--- src/rtl/instruction_encoder_writer.sv ---
// Purpose: packs R/I/J field sets into 32-bit words and streams them into instruction memory at auto-incrementing addresses.
// Latency: an accepted word can reach mem_data one cycle after the input transfer at the earliest; the FIFO has no bypass path.
// Backpressure: in_ready drops when the DEPTH-entry FIFO is full; mem_ready=0 holds the head word and its address stable.
module instruction_encoder_writer #(
  parameter int DEPTH      = 4,
  parameter int ADDR_WIDTH = 12
) (
  input  logic                  clock,
  input  logic                  reset,
  input  logic                  in_valid,
  output logic                  in_ready,
  input  logic [1:0]            in_fmt,
  input  logic [4:0]            in_opcode,
  input  logic [4:0]            in_rd,
  input  logic [4:0]            in_rs,
  input  logic [4:0]            in_rt,
  input  logic [4:0]            in_shamt,
  input  logic [4:0]            in_aluop,
  input  logic [16:0]           in_imm,
  input  logic [26:0]           in_target,
  input  logic                  load_addr,
  input  logic [ADDR_WIDTH-1:0] start_addr,
  output logic                  mem_we,
  output logic [ADDR_WIDTH-1:0] mem_addr,
  output logic [31:0]           mem_data,
  input  logic                  mem_ready,
  output logic [ADDR_WIDTH-1:0] count,
  output logic                  err_illegal,
  input  logic                  clr_err
);

  localparam int PTR_W = (DEPTH > 1) ? $clog2(DEPTH) : 1;
  localparam logic [PTR_W:0] FULL_OCC = (PTR_W + 1)'(DEPTH);

  logic [31:0]           fifo_q [DEPTH];
  logic [PTR_W-1:0]      wr_ptr_q, wr_ptr_d;
  logic [PTR_W-1:0]      rd_ptr_q, rd_ptr_d;
  logic [PTR_W:0]        occ_q, occ_d;
  logic [ADDR_WIDTH-1:0] addr_q, addr_d;
  logic [ADDR_WIDTH-1:0] count_q, count_d;
  logic                  err_q, err_d;

  logic [31:0] enc_word;
  logic        xfer, push, pop, illegal;

  assign in_ready    = (occ_q != FULL_OCC);
  assign mem_we      = (occ_q != '0);
  // Empty FIFO presents zero rather than whatever stale word sits at the read pointer.
  assign mem_data    = mem_we ? fifo_q[rd_ptr_q] : 32'd0;
  assign mem_addr    = addr_q;
  assign count       = count_q;
  assign err_illegal = err_q;

  assign xfer    = in_valid & in_ready;
  assign push    = xfer & (in_fmt != 2'b11);
  assign illegal = xfer & (in_fmt == 2'b11);
  assign pop     = mem_we & mem_ready;

  // Field packing for the three legal formats; the illegal code never gets pushed.
  always_comb begin
    enc_word = 32'd0;
    unique case (in_fmt)
      2'b00:   enc_word = {in_opcode, in_rd, in_rs, in_rt, in_shamt, in_aluop, 2'b00};
      2'b01:   enc_word = {in_opcode, in_rd, in_rs, in_imm};
      2'b10:   enc_word = {in_opcode, in_target};
      default: enc_word = 32'd0;
    endcase
  end

  // Next-state for pointers, occupancy, write address, completion count and error flag.
  always_comb begin
    wr_ptr_d = wr_ptr_q;
    rd_ptr_d = rd_ptr_q;
    occ_d    = occ_q;
    addr_d   = addr_q;
    count_d  = count_q;
    err_d    = err_q;

    if (push) wr_ptr_d = wr_ptr_q + 1'b1;
    if (pop)  rd_ptr_d = rd_ptr_q + 1'b1;

    case ({push, pop})
      2'b10:   occ_d = occ_q + 1'b1;
      2'b01:   occ_d = occ_q - 1'b1;
      default: occ_d = occ_q;
    endcase

    // The completing word already used addr_q; a load on the same edge overrides the increment.
    if (pop)       addr_d = addr_q + 1'b1;
    if (load_addr) addr_d = start_addr;

    if (pop && (count_q != '1)) count_d = count_q + 1'b1;

    // A new illegal transfer outranks a simultaneous clear.
    if (clr_err) err_d = 1'b0;
    if (illegal) err_d = 1'b1;
  end

  // Control state registers.
  always_ff @(posedge clock or negedge reset) begin
    if (!reset) begin
      wr_ptr_q <= '0;
      rd_ptr_q <= '0;
      occ_q    <= '0;
      addr_q   <= '0;
      count_q  <= '0;
      err_q    <= 1'b0;
    end else begin
      wr_ptr_q <= wr_ptr_d;
      rd_ptr_q <= rd_ptr_d;
      occ_q    <= occ_d;
      addr_q   <= addr_d;
      count_q  <= count_d;
      err_q    <= err_d;
    end
  end

  // FIFO storage; only the slot at the write pointer changes on a push.
  always_ff @(posedge clock or negedge reset) begin
    if (!reset) begin
      for (int i = 0; i < DEPTH; i++) fifo_q[i] <= 32'd0;
    end else if (push) begin
      fifo_q[wr_ptr_q] <= enc_word;
    end
  end

endmodule

--- config.mk ---
export PLATFORM = sky130hd
export DESIGN_NAME = instruction_encoder_writer
export DESIGN_NICKNAME = d
export VERILOG_FILES = /design/src/rtl/instruction_encoder_writer.sv
export SDC_FILE = /design/constraint.sdc
export NUM_CORES = 1
export LEC_CHECK = 0
export CELL_PAD_IN_SITES_DETAIL_PLACEMENT = 1
export CELL_PAD_IN_SITES_GLOBAL_PLACEMENT = 1
export CORE_UTILIZATION = 39
export DETAILED_ROUTE_END_ITERATION = 6
export PLACE_DENSITY_LB_ADDON = 0.08
export SYNTH_ARGS = -nofsm -noshare
export SYNTH_HDL_FRONTEND = slang
export SYNTH_SLANG_ARGS = --single-unit
--- constraint.sdc ---
create_clock -name clock -period 2.6 [get_ports clock]
set_input_delay 0.78 -clock clock [delete_from_list [all_inputs] [get_ports clock]]
set_output_delay 0.78 -clock clock [all_outputs]
set_load 0.01 [all_outputs]
==> impl_summary.md <==
Critical path
The path type of the worst setup path is reg2out. The worst register-to-register path begins at occ_q[1]$_DFFE_PN0P_. The number of cells traversed by the worst register-to-register path is 9. The critical path launch point type is a register.

The worst-case register-to-register setup slack is 330 ps. The critical path capture point type is a primary output. The worst path arrival time is 1930 ps. The maximum fanout along the worst path is 5.

The most critical setup path has its startpoint at rd_ptr_q[0]$_DFFE_PN0P_. In this run the critical register-to-register path is captured at occ_q[2]$_DFFE_PN0P_. The data required time at the worst endpoint is 1820 ps.

Timing
Derived from the worst setup path, the maximum achievable clock frequency is 369 MHz. Headroom to the max-slew limit came out at 51.2%. The final hold violation count was 0. Once routing completed, OpenROAD measured the worst setup slack at -109 ps. The final-report max-slew violation count is 0.

Setup repair after global routing could not meet its margin everywhere. The total setup violations reported at the end of the flow is 30. Of the available clock period, the critical path in the final layout requires 104%. The pin slew with the least headroom to its limit is 729 ps. Adding up every negative setup slack in the final design gives -1820 ps. The minimum clock period is 2710 ps. The final setup skew is 8.39 ps.

Drt
The routed layout has 6141 vias. Dividing the detail-routed wire length by the instance count gives 19.2 um. The first detailed-routing pass ran for 4 iterations. After detailed routing, the total wire length is 22.4 mm. The starting DRC count in detailed routing is 214. In this run the remaining antenna-violating nets after routing total 0.

After detailed routing, the number of remaining DRC violations is 0. Using the TritonRoute via totals, the vias-per-cell ratio works out to 5.26.

Yosys
The total nets after synthesis is 812. The commonest cells after synthesis are 160 x sky130_fd_sc_hd__dfrtp_1, 127 x sky130_fd_sc_hd__nand2_1, 92 x sky130_fd_sc_hd__o21ai_0, 44 x sky130_fd_sc_hd__nor2b_1, 32 x sky130_fd_sc_hd__mux4_2. After synthesis, the cell types taking the most area are sky130_fd_sc_hd__dfrtp_1 52%, sky130_fd_sc_hd__mux4_2 9.4%, sky130_fd_sc_hd__nand2_1 6.2%.

For this run, the leading register cell type out of synthesis is sky130_fd_sc_hd__dfrtp_1. The share of synthesized area occupied by flip-flops and latches is 52.3%. The post-synthesis instance area is 0.00765 mm2. The number of warnings printed during yosys synthesis is 0. The cell count after synthesis is 710. The cell accounting for the most synthesized area is sky130_fd_sc_hd__dfrtp_1.

The most common cell in the synthesized netlist is sky130_fd_sc_hd__dfrtp_1. The share of synthesized flip-flops with an asynchronous set or reset is 100%. Counting distinct cell types in the post-synthesis netlist gives 40. The number of flops mapped to enable cells by yosys is 0.

In this run the biggest area consumer among cell types represents 52.3% of the synthesized area. The mean instance size in the synthesized netlist is 10.8 um2. The flip-flop and latch count after synthesis is 160.

Global route
The global-route wire length before repair is 36.6 mm. For this run, the total global-route usage over all layers was measured as 23.9%. The via count of the first global-routing pass is 6823.

The initial antenna violation count is 0. The total overflow left after global routing is 0. Entering global routing, the biggest net connects 56 pins.

Pwr
The sequential cell fraction of total power is 34.3%. The static leakage is 4.65 nW. The switching power total is 4.16 mW. The peak supply drop is 0.517 mV.

In this run, the combinational gates consume 44.2% of the power. Cell internal power was estimated by the tool at 7.97 mW. For this design the ratio of total power to cell area is 1150 mW/mm2.

The proportion of power drawn by the clock network is 21.5%. Of the total power, the share spent switching nets is 34.3%.

Floorplanning
For this design the top-level I/O count stands at 153. The die extent in y is 142 um. The core region is 0.0190 mm2.

The floorplan step defined a die boundary enclosing 0.0202 mm2. The horizontal die dimension is 142 um. The initial utilization of the core area, before any placement, comes to 40.4%.

The site row count is 50.

Flow run
The number of maximum-capacitance constraint violations is 0.

Outcome
The checks that failed: negative setup slack. The run finished, with violations left.

Clock network
The CTS tree is built. In this run, CTS created clock tree buffers numbering 17. The H-tree was split into 4 levels. The buffer levels on the longest clock path is 2. The CTS clock-pin slew for the worst setup and hold paths is 60 ps. Clock tree synthesis selected as its root buffer the cell sky130_fd_sc_hd__clkbuf_16. At the later pin of the worst-skew pair, clock insertion delay measures 430 ps. Hold repair after CTS inserted 0 buffers. The number of clock sinks is 160.

Min path
The path class of the tightest hold or removal check is in2async.

Cells and area
The number of nets at the end of the flow is 998. The area growth from synthesis to layout is 37.8%. The number of antenna diodes in the final layout is 0. The share of final-layout standard cells stronger than drive strength 1 is 20.5%. The number of fill cells is 2039. The post-layout instance area is 0.0105 mm2.

Place
The global placement routability congestion is 0.767. The sum of net half-perimeters after detailed placement is 15.6 mm. The post-placement cell area is 0.00978 mm2. The setup slack after placement is -403 ps. The number of port buffers is 152.
## registers in the layout, summed over array words and instances (netlist names)
signal / count
count: 12
err_illegal: 1
fifo_q: 128
wr_ptr_q: 2
rd_ptr_q: 2
mem_addr: 12
occ_q: 3
## cells in the final DEF (no fill, tap or decap), types with 25 or more instances in the layout
master                            count
sky130_fd_sc_hd__buf_4               49
sky130_fd_sc_hd__nor2b_1             31
sky130_fd_sc_hd__nor2_1              25
sky130_fd_sc_hd__o21ai_0             92
sky130_fd_sc_hd__clkdlybuf4s50_1    117
sky130_fd_sc_hd__o21ai_1             27
sky130_fd_sc_hd__a21oi_1             27
sky130_fd_sc_hd__mux4_2              32
sky130_fd_sc_hd__nand2_1            127
sky130_fd_sc_hd__dfrtp_1            158
## cells by family (layout without fill, tap and decap cells)
family	count (synthesis)	after routing	share of synthesized area, %
compound gates	158	158	11.0
xor+xnor	21	21	2.40
fa+ha+maj	8	8	1.41
buf+inv	60	258	3.61
flops	160	160	52.3
mux	74	74	15.3
simple gates	229	229	14.0
## power by group through the flow
| stage | registers [mW] | clock network (mW) | logic [mW] |
|---|---|---|---|
| final | 4.16 | 2.61 | 5.35 |
| after global routing | 4.29 | 2.75 | 5.85 |
| after CTS | 4.17 | 2.65 | 5.21 |
| after detailed placement | 4.18 | 0 | 5.16 |
| after global placement | 4.07 | 0 | 4.96 |
| after floorplan | 4.01 | 0 | 2.87 |
## routing by layer
| layer | vias to the layer above | wire, um | track usage [%] |
|---|---|---|---|
| met1 | 3143 | 9430 | 29.8 |
| met3 | 17 | 1030 | 4.37 |
| li1 | 2834 | - | - |
| met4 | 0 | 317 | 7.13 |
| met2 | 147 | 11600 | 42.2 |
| met5 | - | 0 | 0 |
## area by class of cell
class / count / area [um2] / share of cell area, %
clock buffer: 20 / 467 / 4.43
clock inverter: 11 / 155 / 1.47
inverter: 14 / 52.6 / 0.498
multi-input combinational: 490 / 3510 / 33.3
sequential: 160 / 4010 / 38.0
tap: 260 / 325 / 3.08
timing repair buffer: 213 / 2030 / 19.2
## per-stage QoR
stage / hold WS (ps) / util [%] / std cells / power [mW]
2_1_floorplan: 445 / - / 710 / 6.88
3_3_place_gp: 456 / 51.6 / 1126 / 9.03
3_5_place_dp: 466 / 51.6 / 1126 / 9.34
4_1_cts: 324 / 55.2 / 1168 / 12.0
5_1_grt: 339 / 55.6 / 1168 / 12.9
6_report: 302 / 55.6 / 1168 / 12.1
## worst max path at each step
| stage | end | cells past startpoint |
|---|---|---|
| after floorplan | occ_q[2]$_DFFE_PN0P_ | 9 |
| after global placement | fifo_q[96]$_DFFE_PN0P_ | 4 |
| after detailed placement | fifo_q[49]$_DFFE_PN0P_ | 4 |
| after CTS | mem_data[31] | 5 |
| after global routing | mem_data[14] | 5 |
| final | mem_data[15] | 5 |
## critical path, cell delays in order, from the launching register on
cell and delay, ps:
sky130_fd_sc_hd__dfrtp_2 460, sky130_fd_sc_hd__buf_4 150, sky130_fd_sc_hd__buf_6 100, sky130_fd_sc_hd__mux4_2 470, sky130_fd_sc_hd__nor2b_1 160, sky130_fd_sc_hd__buf_2 170
## timing repair
action	4_1_cts	5_1_grt
pin swaps	1	0
resized for setup	142	29
endpoints found under the setup margin	34	69
gates cloned	3	0
buffers inserted	8	2
Note: power is estimated with default switching activity, not from simulation.
